## src/rtl/led_chain_driver_if.sv

```systemverilog
// rtl/led_chain_driver_if.sv - pixel memory read port between frame buffer and LED chain driver
interface led_chain_driver_if #(
  parameter int P_CHIPS = 4,
  parameter int P_BITS  = 16
);
  localparam int W_ADDR = (P_CHIPS > 1) ? $clog2(P_CHIPS) : 1;

  logic                  o_rd_en;
  logic [W_ADDR-1:0]     o_rd_addr;
  logic [4*P_BITS-1:0]   i_rd_data;

  modport master (output o_rd_en, output o_rd_addr, input i_rd_data);
  modport slave  (input o_rd_en, input o_rd_addr, output i_rd_data);
endinterface

```

## src/rtl/led_chain_driver.sv

```systemverilog
// rtl/led_chain_driver.sv - serial LED chain frame engine (clock/data/latch), farthest chip first
// Optional internal test-pattern generator: define LED_TEST_PATTERN_EN.
module led_chain_driver #(
  parameter int P_CHIPS        = 4,
  parameter int P_BITS         = 16,
  parameter int P_CLKDIV       = 2,
  parameter int P_FRAME_PERIOD = 16666,
  parameter int P_FRAME_MAX    = 120,
  parameter int P_LATCH_CYCLES = 4
) (
  input  logic                           i_clk,
  input  logic                           i_rst_n,
  led_chain_driver_if.master             pix,
  input  logic                           i_test,
  output logic                           o_clk,
  output logic                           o_dai,
  output logic                           o_lat,
  output logic                           o_busy,
  output logic                           o_frame_start,
  output logic [$clog2(P_FRAME_MAX)-1:0] o_frame_cnt,
  output logic                           o_overrun
);
  localparam int W_ADDR = (P_CHIPS > 1) ? $clog2(P_CHIPS) : 1;
  localparam int W_WORD = 4 * P_BITS;
  localparam int W_BCNT = $clog2(W_WORD + 1);
  localparam int W_DIV  = (P_CLKDIV > 1) ? $clog2(P_CLKDIV) : 1;
  localparam int W_LAT  = (P_LATCH_CYCLES > 1) ? $clog2(P_LATCH_CYCLES) : 1;
  localparam int W_TMR  = (P_FRAME_PERIOD > 1) ? $clog2(P_FRAME_PERIOD) : 1;
  localparam int W_FCNT = $clog2(P_FRAME_MAX);

  localparam logic [W_ADDR-1:0] CHIP_LAST = W_ADDR'(P_CHIPS - 1);
  localparam logic [W_BCNT-1:0] BCNT_FULL = W_BCNT'(W_WORD);
  localparam logic [W_BCNT-1:0] BCNT_ONE  = W_BCNT'(1);
  localparam logic [W_DIV-1:0]  DIV_LAST  = W_DIV'(P_CLKDIV - 1);
  localparam logic [W_LAT-1:0]  LAT_LAST  = W_LAT'(P_LATCH_CYCLES - 1);
  localparam logic [W_TMR-1:0]  TMR_LAST  = W_TMR'(P_FRAME_PERIOD - 1);
  localparam logic [W_FCNT-1:0] FCNT_LAST = W_FCNT'(P_FRAME_MAX - 1);

  typedef enum logic [2:0] {S_IDLE, S_FETCH, S_LOAD, S_SHIFT, S_LATCH} state_t;

  state_t            state, state_d;
  logic [W_TMR-1:0]  tmr;
  logic              tick;
  logic [W_ADDR-1:0] chip, chip_d, rd_addr_d;
  logic [W_WORD-2:0] shreg, shreg_d;
  logic [W_BCNT-1:0] bcnt, bcnt_d;
  logic [W_DIV-1:0]  div, div_d;
  logic [W_LAT-1:0]  lcnt, lcnt_d;
  logic              rd_en_d, clk_d, dai_d, lat_d, busy_d, fstart_d, overrun_d;
  logic              pat_now;
  logic [W_WORD-1:0] load_word;

  assign tick = (tmr == '0);

  always_ff @(posedge i_clk or negedge i_rst_n) begin
    if (!i_rst_n) begin
      tmr         <= '0;
      o_frame_cnt <= '0;
    end else if (tmr == TMR_LAST) begin
      tmr         <= '0;
      o_frame_cnt <= (o_frame_cnt == FCNT_LAST) ? '0 : o_frame_cnt + 1'b1;
    end else begin
      tmr <= tmr + 1'b1;
    end
  end

`ifdef LED_TEST_PATTERN_EN
  localparam int QUARTER = P_FRAME_MAX / 4;
  logic              test_q;
  logic [W_FCNT-1:0] fcl;
  logic [W_WORD-1:0] pat_word;

  // Mode and frame index are frozen at frame start so a frame never mixes sources.
  always_ff @(posedge i_clk or negedge i_rst_n) begin
    if (!i_rst_n) begin
      test_q <= 1'b0;
      fcl    <= '0;
    end else if (state == S_IDLE && tick) begin
      test_q <= i_test;
      fcl    <= o_frame_cnt;
    end
  end

  always_comb begin
    pat_word = '0;
    if (int'(fcl) < QUARTER)          pat_word[4*P_BITS-1 -: P_BITS] = '1;
    else if (int'(fcl) < 2 * QUARTER) pat_word[3*P_BITS-1 -: P_BITS] = '1;
    else if (int'(fcl) < 3 * QUARTER) pat_word[2*P_BITS-1 -: P_BITS] = '1;
    else                              pat_word[P_BITS-1:0]           = '1;
  end

  assign pat_now   = (state == S_IDLE) ? i_test : test_q;
  assign load_word = test_q ? pat_word : pix.i_rd_data;
`else
  logic unused_test;
  assign unused_test = i_test;
  assign pat_now     = 1'b0;
  assign load_word   = pix.i_rd_data;
`endif

  always_comb begin
    state_d   = state;
    chip_d    = chip;
    shreg_d   = shreg;
    bcnt_d    = bcnt;
    div_d     = div;
    lcnt_d    = lcnt;
    rd_en_d   = 1'b0;
    rd_addr_d = pix.o_rd_addr;
    clk_d     = o_clk;
    dai_d     = o_dai;
    lat_d     = 1'b0;
    busy_d    = o_busy;
    fstart_d  = 1'b0;
    overrun_d = o_overrun | (tick && state != S_IDLE);
    case (state)
      S_IDLE: begin
        if (tick) begin
          state_d   = S_FETCH;
          fstart_d  = 1'b1;
          busy_d    = 1'b1;
          chip_d    = CHIP_LAST;
          rd_addr_d = CHIP_LAST;
          rd_en_d   = !pat_now;
        end
      end
      S_FETCH: state_d = S_LOAD;
      S_LOAD: begin
        // First bit is presented immediately; shreg holds the bits behind it.
        dai_d   = load_word[W_WORD-1];
        shreg_d = load_word[W_WORD-2:0];
        bcnt_d  = BCNT_FULL;
        div_d   = '0;
        clk_d   = 1'b0;
        state_d = S_SHIFT;
      end
      S_SHIFT: begin
        if (div == DIV_LAST) begin
          div_d = '0;
          if (!o_clk) begin
            clk_d = 1'b1;
          end else begin
            clk_d   = 1'b0;
            bcnt_d  = bcnt - 1'b1;
            shreg_d = {shreg[W_WORD-3:0], 1'b0};
            if (bcnt == BCNT_ONE) begin
              dai_d = 1'b0;
              if (chip != '0) begin
                chip_d    = chip - 1'b1;
                rd_addr_d = chip - 1'b1;
                rd_en_d   = !pat_now;
                state_d   = S_FETCH;
              end else begin
                lat_d   = 1'b1;
                lcnt_d  = '0;
                state_d = S_LATCH;
              end
            end else begin
              dai_d = shreg[W_WORD-2];
            end
          end
        end else begin
          div_d = div + 1'b1;
        end
      end
      S_LATCH: begin
        clk_d = 1'b0;
        dai_d = 1'b0;
        if (lcnt == LAT_LAST) begin
          busy_d  = 1'b0;
          state_d = S_IDLE;
        end else begin
          lat_d  = 1'b1;
          lcnt_d = lcnt + 1'b1;
        end
      end
      default: state_d = S_IDLE;
    endcase
  end

  always_ff @(posedge i_clk or negedge i_rst_n) begin
    if (!i_rst_n) begin
      state         <= S_IDLE;
      chip          <= '0;
      shreg         <= '0;
      bcnt          <= '0;
      div           <= '0;
      lcnt          <= '0;
      pix.o_rd_en   <= 1'b0;
      pix.o_rd_addr <= '0;
      o_clk         <= 1'b0;
      o_dai         <= 1'b0;
      o_lat         <= 1'b0;
      o_busy        <= 1'b0;
      o_frame_start <= 1'b0;
      o_overrun     <= 1'b0;
    end else begin
      state         <= state_d;
      chip          <= chip_d;
      shreg         <= shreg_d;
      bcnt          <= bcnt_d;
      div           <= div_d;
      lcnt          <= lcnt_d;
      pix.o_rd_en   <= rd_en_d;
      pix.o_rd_addr <= rd_addr_d;
      o_clk         <= clk_d;
      o_dai         <= dai_d;
      o_lat         <= lat_d;
      o_busy        <= busy_d;
      o_frame_start <= fstart_d;
      o_overrun     <= overrun_d;
    end
  end
endmodule

```

## src/flat_wrapper.sv

```systemverilog
// flat-port wrapper written by rule: the top's interface ports become plain ports
module led_chain_driver_flat 
#(
  parameter int P_CHIPS        = 4,
  parameter int P_BITS         = 16,
  parameter int P_CLKDIV       = 2,
  parameter int P_FRAME_PERIOD = 16666,
  parameter int P_FRAME_MAX    = 120,
  parameter int P_LATCH_CYCLES = 4
)
  (i_clk, i_rst_n, i_test, o_clk, o_dai, o_lat, o_busy, o_frame_start, o_frame_cnt, o_overrun, pix_o_rd_en, pix_o_rd_addr, pix_i_rd_data);
  led_chain_driver_if #(.P_CHIPS(P_CHIPS), .P_BITS(P_BITS)) pix_i ();
  input  logic i_clk;
  input  logic i_rst_n;
  input  logic i_test;
  output logic o_clk;
  output logic o_dai;
  output logic o_lat;
  output logic o_busy;
  output logic o_frame_start;
  output logic [$clog2(P_FRAME_MAX)-1:0] o_frame_cnt;
  output logic o_overrun;
  output wire logic [$bits(pix_i.o_rd_en)-1:0] pix_o_rd_en;
  output wire logic [$bits(pix_i.o_rd_addr)-1:0] pix_o_rd_addr;
  input wire logic [$bits(pix_i.i_rd_data)-1:0] pix_i_rd_data;
  assign pix_o_rd_en = pix_i.o_rd_en;
  assign pix_o_rd_addr = pix_i.o_rd_addr;
  assign pix_i.i_rd_data = pix_i_rd_data;
  led_chain_driver #(.P_CHIPS(P_CHIPS), .P_BITS(P_BITS), .P_CLKDIV(P_CLKDIV), .P_FRAME_PERIOD(P_FRAME_PERIOD), .P_FRAME_MAX(P_FRAME_MAX), .P_LATCH_CYCLES(P_LATCH_CYCLES)) u_core (.i_clk(i_clk), .i_rst_n(i_rst_n), .pix(pix_i), .i_test(i_test), .o_clk(o_clk), .o_dai(o_dai), .o_lat(o_lat), .o_busy(o_busy), .o_frame_start(o_frame_start), .o_frame_cnt(o_frame_cnt), .o_overrun(o_overrun));
endmodule
```

## config.mk

```make
export PLATFORM = sky130hd
export DESIGN_NAME = led_chain_driver_flat
export DESIGN_NICKNAME = d
export VERILOG_FILES = /design/src/rtl/led_chain_driver_if.sv /design/src/rtl/led_chain_driver.sv /design/src/flat_wrapper.sv
export SDC_FILE = /design/constraint.sdc
export NUM_CORES = 1
export LEC_CHECK = 0
export BUFFER_PORTS_ARGS = -buffer_cell sky130_fd_sc_hd__buf_2
export CAP_MARGIN = 20
export CORE_MARGIN = 1.5
export CORE_UTILIZATION = 50
export DETAILED_ROUTE_END_ITERATION = 6
export PLACE_DENSITY = 0.72
export RECOVER_POWER = 25
export SLEW_MARGIN = 10
export SYNTH_ARGS = -nofsm -noshare
export SYNTH_HDL_FRONTEND = slang
export SYNTH_SLANG_ARGS = --single-unit
```

## constraint.sdc

```tcl
create_clock -name i_clk -period 4.93 [get_ports i_clk]
set_input_delay 0.986 -clock i_clk [delete_from_list [all_inputs] [get_ports i_clk]]
set_output_delay 0.986 -clock i_clk [all_outputs]
set_load 0.1 [all_outputs]
```

==> impl_metrics.env, run 1 <==
export IMPL_ctsHoldBuffers=0
export IMPL_r2r_start="u_core.o_clk"
export IMPL_crit_path_top_delay_cell="dfrtp_1"
export IMPL_cts_tree="built"
export IMPL_slowest_delay_ps=500
export IMPL_cts_sinks=107
export IMPL_ir_drop_uv=184
export IMPL_hold_slack_ps=481
export IMPL_die_area_um2=10300
export IMPL_avgSynthCellArea_um2=9.62
export IMPL_grt_overflow_total=0
export IMPL_layout_cells_most_common="nor2_1"
export IMPL_clk_path_buf_depth=2
export IMPL_gp_congestion=0.781
export IMPL_drt_pass1_iterations=4
export IMPL_finalWorstSetupSlack_ps=2600
export IMPL_synth_adder_area_share_pct=2.07
export IMPL_crit_required_ps=3940
export IMPL_nNetsFinal=644
export IMPL_port_buffers=81
export IMPL_p_leak_nw=2.62
export IMPL_start_util_pct=52.0
export IMPL_min_to="u_core.o_busy"
export IMPL_arrival_ps=1340
export IMPL_hold_class="reg2reg"
export IMPL_post_place_ws_ps=2660
export IMPL_grt_pass1_vias=3616
export IMPL_async_flop_share_pct=100
export IMPL_setup_tns_final_ps=0
export IMPL_reg2regPathDepth=5
export IMPL_ios=83
export IMPL_die_h_um=101
export IMPL_clock_latency_ps=360
export IMPL_final_cell_mix="nor2_1 (145), dfrtp_1 (107), buf_2 (80)"
export IMPL_synth_xor_area_share_pct=3.44
export IMPL_area_growth_synth_to_final_pct=14.6
export IMPL_path_buf_inv=1
export IMPL_cts_htree_levels=3
export IMPL_final_cell_count_no_fill=701
export IMPL_synth_ff_type="dfrtp_1"
export IMPL_power_density_nw_per_um2=282
export IMPL_min_period_ps=2330
export IMPL_finClkSkew_ps=7.18
export IMPL_ys_warn_count=0
export IMPL_routedWlPerCell_um=13.4
export IMPL_grt_usage_pct=19.3
export IMPL_fin_crit_sh_pct=47.2
export IMPL_synth_edf_count=0
export IMPL_root_buffer="clkbuf_8"
export IMPL_slew_viol_final=0
export IMPL_drc_errors=0
export IMPL_min_delay_path_depth=2
export IMPL_regToRegEndpoint="u_core.shreg[23]"
export IMPL_muxShareOfSynthArea_pct=1.32
export IMPL_drive_above_1_share_pct=19.6
export IMPL_cts_resized=0
export IMPL_hpwl_um=6240
export IMPL_critPathKind="reg2out"
export IMPL_ys_ff_latch=107
export IMPL_synth_compound_area_share_pct=12.0
export IMPL_grt_max_degree=65
export IMPL_num_antenna_cells=0
export IMPL_cp_depth=1
export IMPL_rrSetupSlack_ps=2830
export IMPL_tightest_slew_ps=688
export IMPL_critPathCaptureType="output port"
export IMPL_maxCapViolCount=0
export IMPL_synth_distinct_cells=46
export IMPL_final_util_pct=59.6
export IMPL_wirelength_um=9370
export IMPL_synth_area_leaders="dfrtp_1 (55%), nor2_1 (11%), o22ai_1 (8.2%), ha_1 (2.1%), nand2_1 (2.0%)"
export IMPL_outcome="complete, no violations"
export IMPL_grt_pass1_wl_um=15900
export IMPL_setup_viol=0
export IMPL_placed_cells=687
export IMPL_yosys_area_top_type="dfrtp_1"
export IMPL_ant_nets=0
export IMPL_route_vias_total=3801
export IMPL_timing_fmax_mhz=430
export IMPL_syn_nets=577
export IMPL_synth_area_um2=4830
export IMPL_cts_buffers=9
export IMPL_slew_headroom_pct=54.1
export IMPL_synthSimpleGateAreaFrac_pct=22.1
export IMPL_fill_cells=843
export IMPL_clkTransAtPathRegs_ps=90
export IMPL_ys_seq_area_share_pct=55.4
export IMPL_start_kind="flip-flop"
export IMPL_row_count=35
export IMPL_synth_top_area_share_pct=55.4
export IMPL_antenna_found_initial=0
export IMPL_cp_top_family="flip-flops"
export IMPL_die_x_um=101
export IMPL_rsz0062_at_grt="false"
export IMPL_cp_max_fo=8
export IMPL_vias_per_cell=5.42
export IMPL_hold_start="u_core.o_busy"
export IMPL_finalHoldViolCount=0
export IMPL_cp_cell_sequence="buf_2"
export IMPL_syn_inst=502
export IMPL_core_area_um2=9280
export IMPL_postCtsSetupBuffers=0
export IMPL_synth_top_family_by_area="simple AND/OR/NAND/NOR gates"
export IMPL_first_iter_violations=129
==> power breakdown <==
group | switching [mW] | internal (mW)
registers | 0.0124 | 0.899
logic | 0.0380 | 0.0291
clock network | 0.285 | 0.296
total | 0.335 | 1.22
==> cells by family (layout without fill, tap and decap cells) <==
logic type	after synthesis	after routing
compound gates	90	90
mux	6	6
buf+inv	40	110
xor+xnor	19	19
flops	107	107
fa+ha+maj	8	8
simple gates	232	232
==> cells in the mapped netlist (2+ instances only) <==
library cell and n:
o21bai_1 2, nand3_1 9, o22ai_1 63, nor3_1 7, nand4b_1 3, mux2i_1 3
and3_1 3, nor4_1 2, xor2_1 10, a22oi_1 2, ha_1 8, and4_1 4
clkbuf_2 2, xnor2_1 9, mux2_2 2, buf_2 15, nand2b_1 6, nand2_1 26
a31oi_1 2, a21oi_1 2, and2_1 2, clkbuf_1 12, inv_1 11, o21ai_0 8
nor2b_1 5, nor2_1 145, dfrtp_1 107, a31o_2 2, nand4_1 12, a22o_1 2
==> area by class of cell <==
cell class	count	area, um^2	area share [%]
sequential	107	2680	48.4
multi-input combinational	355	1990	36.0
timing repair buffer	85	450	8.14
tap	129	161	2.92
clock buffer	10	138	2.49
clock inverter	4	76.3	1.38
inverter	11	41.3	0.746
==> through the flow <==
stage | total power [mW] | area, um^2
global route | 1.62 | 5540
floorplan | 0.947 | 4830
finish | 1.56 | 5540
global placement | 0.995 | 5300
detailed placement | 0.997 | 5320
CTS | 1.58 | 5540
==> sequential cells by signal, indices dropped and copies added, names as in the netlist <==
name	cells
u_core.pix.o_rd_addr	2
u_core.o_dai	1
u_core.o_clk	1
u_core.o_frame_cnt	7
u_core.shreg	63
u_core.tmr	15
u_core.state	3
u_core.lcnt	2
u_core.o_busy	1
u_core.o_frame_start	1
u_core.o_overrun	1
u_core.bcnt	7
u_core.pix.o_rd_en	1
u_core.o_lat	1
u_core.div	1
==> how the worst max path moves through the flow <==
stage                       startpoint          endpoint  slack (ps)
after floorplan           u_core.o_clk      u_core.o_dai        2790
after global placement         i_rst_n  u_core.shreg[26]        2680
after detailed placement       i_rst_n  u_core.shreg[26]        2660
after CTS                 u_core.o_clk             o_clk        2590
after global routing      u_core.o_clk             o_clk        2520
final                     u_core.o_clk             o_clk        2600
==> layer usage <==
metal	global-route usage, %	up-vias	part of all wire, %
met5	0	-	0
met4	5.56	0	1.0
met3	3.80	9	4.1
met2	34.3	86	49
met1	23.8	1837	46
li1	-	1869	-
==> worst reg2reg max path, cell delays in order (launching register included) <==
cell	delay [ps]
dfrtp_1	500
nand2_1	220
a21oi_4	490
buf_4	500
o22ai_1	180
nor2_1	150
Note: power is estimated with default switching activity, not from simulation.
==> run 2: changes to the inputs <==
==> constraint.sdc (replaced) <==
create_clock -name i_clk -period 2.25 [get_ports i_clk]
set_input_delay 0.45 -clock i_clk [delete_from_list [all_inputs] [get_ports i_clk]]
set_output_delay 0.45 -clock i_clk [all_outputs]
set_load 0.1 [all_outputs]
==> run 2 against run 1 <==
Effect of this change: clock power rose by 110%; critical path depth rose by 5; register-to-register slack got worse by 2400 ps; sequential power rose by 120%; first-iteration DRC count fell by 1.6%; largest cell class unchanged; critical endpoint is now u_core.pix.o_rd_addr[0]; count of clock-buffer cells in the layout fell by 1; worst hold slack got worse by 280 ps; critical path type is now reg2reg; global-route usage rose by 0.85 points.
==> impl_metrics.env, run 2 (same netlist as run 1, synthesis figures left out) <==
export IMPL_multi_input_area_um2=1990
export IMPL_antenna_found_initial=0
export IMPL_timing_fmax_mhz=535
export IMPL_critPathCaptureType="flip-flop"
export IMPL_cts_resized=0
export IMPL_route_vias_total=3780
export IMPL_cp_endpoint="u_core.pix.o_rd_addr[0]"
export IMPL_largest_reg_flops=63
export IMPL_setup_viol=0
export IMPL_cp_depth=6
export IMPL_reg_largest_list="u_core.shreg: 63 flops, u_core.tmr: 15 flops"
export IMPL_finalPower_mw=3.38
export IMPL_routedWlPerCell_um=13.8
export IMPL_register_area_um2=2680
export IMPL_crit_path_top_delay_cell="dfrtp_1"
export IMPL_grt_pass1_vias=3728
export IMPL_final_cell_count_no_fill=707
export IMPL_ios=83
export IMPL_setup_tns_final_ps=0
export IMPL_grt_usage_pct=20.1
export IMPL_cp_max_fo=8
export IMPL_r2r_start="u_core.tmr[0]"
export IMPL_power_density_nw_per_um2=606
export IMPL_drc_errors=0
export IMPL_grt_pass1_wl_um=16500
export IMPL_arrival_ps=2160
export IMPL_finClkSkew_ps=12.8
export IMPL_gp_congestion=0.809
export IMPL_p_leak_nw=2.63
export IMPL_crit_required_ps=2540
export IMPL_drt_pass1_iterations=5
export IMPL_area_growth_synth_to_final_pct=15.3
export IMPL_rsz0062_at_grt="false"
export IMPL_outcome="complete, no violations"
export IMPL_hold_class="in2async"
export IMPL_path_buf_inv=1
export IMPL_clk_path_buf_depth=2
export IMPL_ant_nets=0
export IMPL_grt_max_degree=65
export IMPL_nNetsFinal=648
export IMPL_die_area_um2=10300
export IMPL_final_cell_mix="nor2_1 (145), dfrtp_1 (107), buf_2 (80)"
export IMPL_ctsHoldBuffers=0
export IMPL_root_buffer="clkbuf_8"
export IMPL_hpwl_um=6460
export IMPL_rrSetupSlack_ps=380
export IMPL_clkTransAtPathRegs_ps=110
export IMPL_maxCapViolCount=0
export IMPL_port_buffers=81
export IMPL_min_period_ps=1870
export IMPL_critPathKind="reg2reg"
export IMPL_cts_tree="built"
export IMPL_ir_drop_uv=378
export IMPL_slew_viol_final=0
export IMPL_placed_cells=691
export IMPL_die_x_um=101
export IMPL_fill_cells=817
export IMPL_postCtsSetupBuffers=0
export IMPL_core_area_um2=9280
export IMPL_cp_startpoint="u_core.tmr[0]"
export IMPL_reg2regPathDepth=6
export IMPL_vias_per_cell=5.35
export IMPL_slew_headroom_pct=39.4
export IMPL_cts_buffers=9
export IMPL_start_kind="flip-flop"
export IMPL_layout_cells_most_common="nor2_1"
export IMPL_finalHoldViolCount=0
export IMPL_cts_sinks=107
export IMPL_cp_cell_sequence="inv_1, ha_1, nand2b_1, nor4_1, nand4_1, a22oi_1"
export IMPL_hold_slack_ps=198
export IMPL_first_iter_violations=127
export IMPL_cts_htree_levels=3
export IMPL_row_count=35
export IMPL_fin_crit_sh_pct=83.0
export IMPL_num_antenna_cells=0
export IMPL_wirelength_um=9750
export IMPL_drive_above_1_share_pct=20.4
export IMPL_largest_register="u_core.shreg"
export IMPL_grt_overflow_total=0
export IMPL_start_util_pct=52.0
export IMPL_regToRegEndpoint="u_core.pix.o_rd_addr[0]"
export IMPL_tightest_slew_ps=909
export IMPL_die_h_um=101
export IMPL_cp_top_family="simple AND/OR/NAND/NOR gates"
export IMPL_clock_latency_ps=370
export IMPL_slowest_delay_ps=480
[run 2: cell count changes in the layout (fill, tap and decap cells not counted), sizes merged]
cell,delta
buf,+3
inv,+3
bufinv,-1
clkinv,+1
[run 2: final cells by class]
type / instances / share of cell area, %
Sequential cell: 107 / 48.1
Multi-Input combinational cell: 355 / 35.8
Timing Repair Buffer: 89 / 8.81
Tap cell: 129 / 2.90
Clock buffer: 9 / 2.22
Clock inverter: 7 / 1.48
Inverter: 11 / 0.741
[run 2: stage by stage]
stage / cell area, um^2 / worst slack (ps) / utilization (%)
3_3_place_gp: 5370 / 483 / 57.8
6_report: 5570 / 382 / 60.0
5_1_grt: 5570 / 182 / 60.0
4_1_cts: 5570 / 378 / 60.0
2_1_floorplan: 4830 / 107 / -
3_5_place_dp: 5370 / 406 / 57.8
[run 2: where the power goes]
part	internal, mW	leakage (nW)	switching [mW]
Clock	0.535	0.104	0.693
Sequential	1.97	1.31	0.0276
Combinational	0.0669	1.23	0.0849
[run 2: metal layers]
metal	vias up	global-route usage, %	wire length (um)
li1	1874	-	-
met1	1815	25.9	4510
met2	77	33.8	4690
met3	14	4.21	386
met4	0	7.26	161
met5	-	0	0
[run 2: how the worst min path moves through the flow]
stage | endpoint | cells past startpoint | from
2_1_floorplan | u_core.bcnt[0] | 0 | i_rst_n
3_3_place_gp | u_core.o_frame_start | 1 | i_rst_n
3_5_place_dp | u_core.o_frame_start | 1 | i_rst_n
4_1_cts | u_core.bcnt[0] | 1 | i_rst_n
5_1_grt | u_core.bcnt[0] | 1 | i_rst_n
6_report | u_core.bcnt[0] | 1 | i_rst_n
==> run 3: changes to the inputs <==
==> constraint.sdc (replaced) <==
create_clock -name i_clk -period 1.9 [get_ports i_clk]
set_input_delay 0.38 -clock i_clk [delete_from_list [all_inputs] [get_ports i_clk]]
set_output_delay 0.38 -clock i_clk [all_outputs]
set_load 0.1 [all_outputs]
==> run 3 against run 2 <==
Effect of this change: design area rose by 1.3%; worst setup slack got worse by 250 ps; flip-flop and latch count did not move.
==> impl_metrics.env, run 3 (same netlist as run 1, synthesis figures left out) <==
export IMPL_outcome="complete, no violations"
export IMPL_grt_pass1_wl_um=16300
export IMPL_min_period_ps=1770
export IMPL_root_buffer="clkbuf_8"
export IMPL_first_iter_violations=165
export IMPL_cp_startpoint="u_core.bcnt[3]"
export IMPL_gp_congestion=0.755
export IMPL_setup_viol=0
export IMPL_hold_slack_ps=248
export IMPL_finalHoldViolCount=0
export IMPL_reg2regPathDepth=4
export IMPL_area_growth_synth_to_final_pct=16.8
export IMPL_ir_drop_uv=378
export IMPL_grt_pass1_vias=3761
export IMPL_clk_path_buf_depth=2
export IMPL_nNetsFinal=657
export IMPL_vias_per_cell=5.34
export IMPL_die_x_um=101
export IMPL_clkTransAtPathRegs_ps=100
export IMPL_cts_buffers=9
export IMPL_hold_class="in2reg"
export IMPL_power_density_nw_per_um2=690
export IMPL_slew_viol_final=0
export IMPL_route_vias_total=3821
export IMPL_r2r_start="u_core.bcnt[3]"
export IMPL_row_count=35
export IMPL_wirelength_um=9610
export IMPL_reg_largest_list="u_core.shreg: 63 flops, u_core.tmr: 15 flops"
export IMPL_cp_max_fo=4
export IMPL_port_buffers=81
export IMPL_design_area_um2=5640
export IMPL_critPathCaptureType="flip-flop"
export IMPL_slew_headroom_pct=35.4
export IMPL_crit_required_ps=2180
export IMPL_largest_reg_flops=63
export IMPL_ant_nets=0
export IMPL_drc_errors=0
export IMPL_hpwl_um=6420
export IMPL_clkPwrFrac_pct=34.5
export IMPL_final_cell_mix="nor2_1 (145), dfrtp_1 (104), buf_2 (80)"
export IMPL_arrival_ps=2050
export IMPL_cp_endpoint="u_core.lcnt[1]"
export IMPL_die_h_um=101
export IMPL_seqPwrFrac_pct=60.7
export IMPL_cts_tree="built"
export IMPL_p_int_mw=3.03
export IMPL_p_leak_nw=2.68
export IMPL_timing_fmax_mhz=566
export IMPL_layout_cells_most_common="nor2_1"
export IMPL_cts_htree_levels=3
export IMPL_ios=83
export IMPL_routedWlPerCell_um=13.4
export IMPL_p_sw_share_pct=22.3
export IMPL_num_antenna_cells=0
export IMPL_antenna_found_initial=0
export IMPL_core_area_um2=9280
export IMPL_grt_overflow_total=0
export IMPL_drt_pass1_iterations=5
export IMPL_die_area_um2=10300
export IMPL_regToRegEndpoint="u_core.lcnt[1]"
export IMPL_rsz0062_at_grt="false"
export IMPL_start_util_pct=52.0
export IMPL_fin_crit_sh_pct=92.9
export IMPL_power_switching_mw=0.867
export IMPL_grt_usage_pct=19.6
export IMPL_rrSetupSlack_ps=130
export IMPL_tightest_slew_ps=969
export IMPL_setup_tns_final_ps=0
export IMPL_grt_max_degree=65
export IMPL_placed_area_um2=5440
export IMPL_cts_sinks=107
export IMPL_largest_register="u_core.shreg"
export IMPL_clock_latency_ps=350
export IMPL_maxCapViolCount=0
export IMPL_finClkSkew_ps=8.20
export IMPL_combPwrFrac_pct=4.8
export IMPL_drive_above_1_share_pct=21.8
export IMPL_start_kind="flip-flop"
export IMPL_critPathKind="reg2reg"
[run 3: cell types whose count changed in the layout (fill, tap and decap cells not counted)]
cell,delta
clkinv_4,-1
clkinv_2,+2
buf_6,+1
dfrtp_1,-3
buf_12,+1
clkinvlp_4,-1
dfrtp_2,+3
nor4_1,-1
nor4_2,+1
buf_4,+6
dlygate4sd3_1,+1
inv_8,-2
clkbuf_1,+2
[run 3: worst min path at each step]
stage / from / to / slack, ps / cells past startpoint
2_1_floorplan: i_rst_n / u_core.bcnt[0] / 80 / 0
3_3_place_gp: i_rst_n / u_core.o_busy / 380 / 1
3_5_place_dp: i_rst_n / u_core.o_busy / 380 / 1
4_1_cts: pix_i_rd_data[36] / u_core.shreg[36] / 230 / 3
5_1_grt: pix_i_rd_data[46] / u_core.shreg[46] / 230 / 3
6_report: pix_i_rd_data[39] / u_core.shreg[39] / 250 / 3
[run 3: timing repair]
item                                   in CTS  in global routing
buffers inserted                            0                  0
endpoints found under the hold margin      34                  0
resized for setup                           0                  2
setup endpoints to repair                   0                 54
hold buffers                                1                  0
[run 3: metrics by stage]
stage | util (%) | worst slack [ps] | instances | power, mW
6_report | 60.8 | 134 | 716 | 3.89
4_1_cts | 60.7 | 104 | 716 | 3.95
2_1_floorplan | - | 16.0 | 502 | 2.46
3_3_place_gp | 58.6 | 151 | 699 | 2.59
3_5_place_dp | 58.6 | 138 | 699 | 2.60
5_1_grt | 60.8 | 31.3 | 716 | 4.06
[run 3: cell type report]
| cell class | instances | area (um^2) |
|---|---|---|
| Multi-Input combinational cell | 355 | 2000 |
| Clock buffer | 11 | 131 |
| Timing Repair Buffer | 98 | 577 |
| Tap cell | 129 | 161 |
| Sequential cell | 107 | 2680 |
| Clock inverter | 5 | 53.8 |
| Inverter | 11 | 41.3 |
| Fill cell | 806 | 3640 |
[run 3: critical path, stage by stage (launching register included)]
cell	delay, ps
dfrtp_1	420
or4_4	590
nor2_1	270
a31o_2	240
mux2i_1	170
[run 3: metal layers]
metal  vias up  share of wire, %  track usage (%)
met5         -                 0                0
met4         0              0.26             5.13
li1       1896                 -                -
met3         2               3.7             3.73
met2        80                49             33.6
met1      1843                47             25.6
[run 3: power by group through the flow]
stage	Combinational [mW]	Clock (mW)	Sequential (mW)
4_1_cts	0.194	1.40	2.36
3_3_place_gp	0.186	0	2.41
6_report	0.188	1.34	2.36
2_1_floorplan	0.0477	0	2.41
3_5_place_dp	0.191	0	2.41
5_1_grt	0.214	1.47	2.37
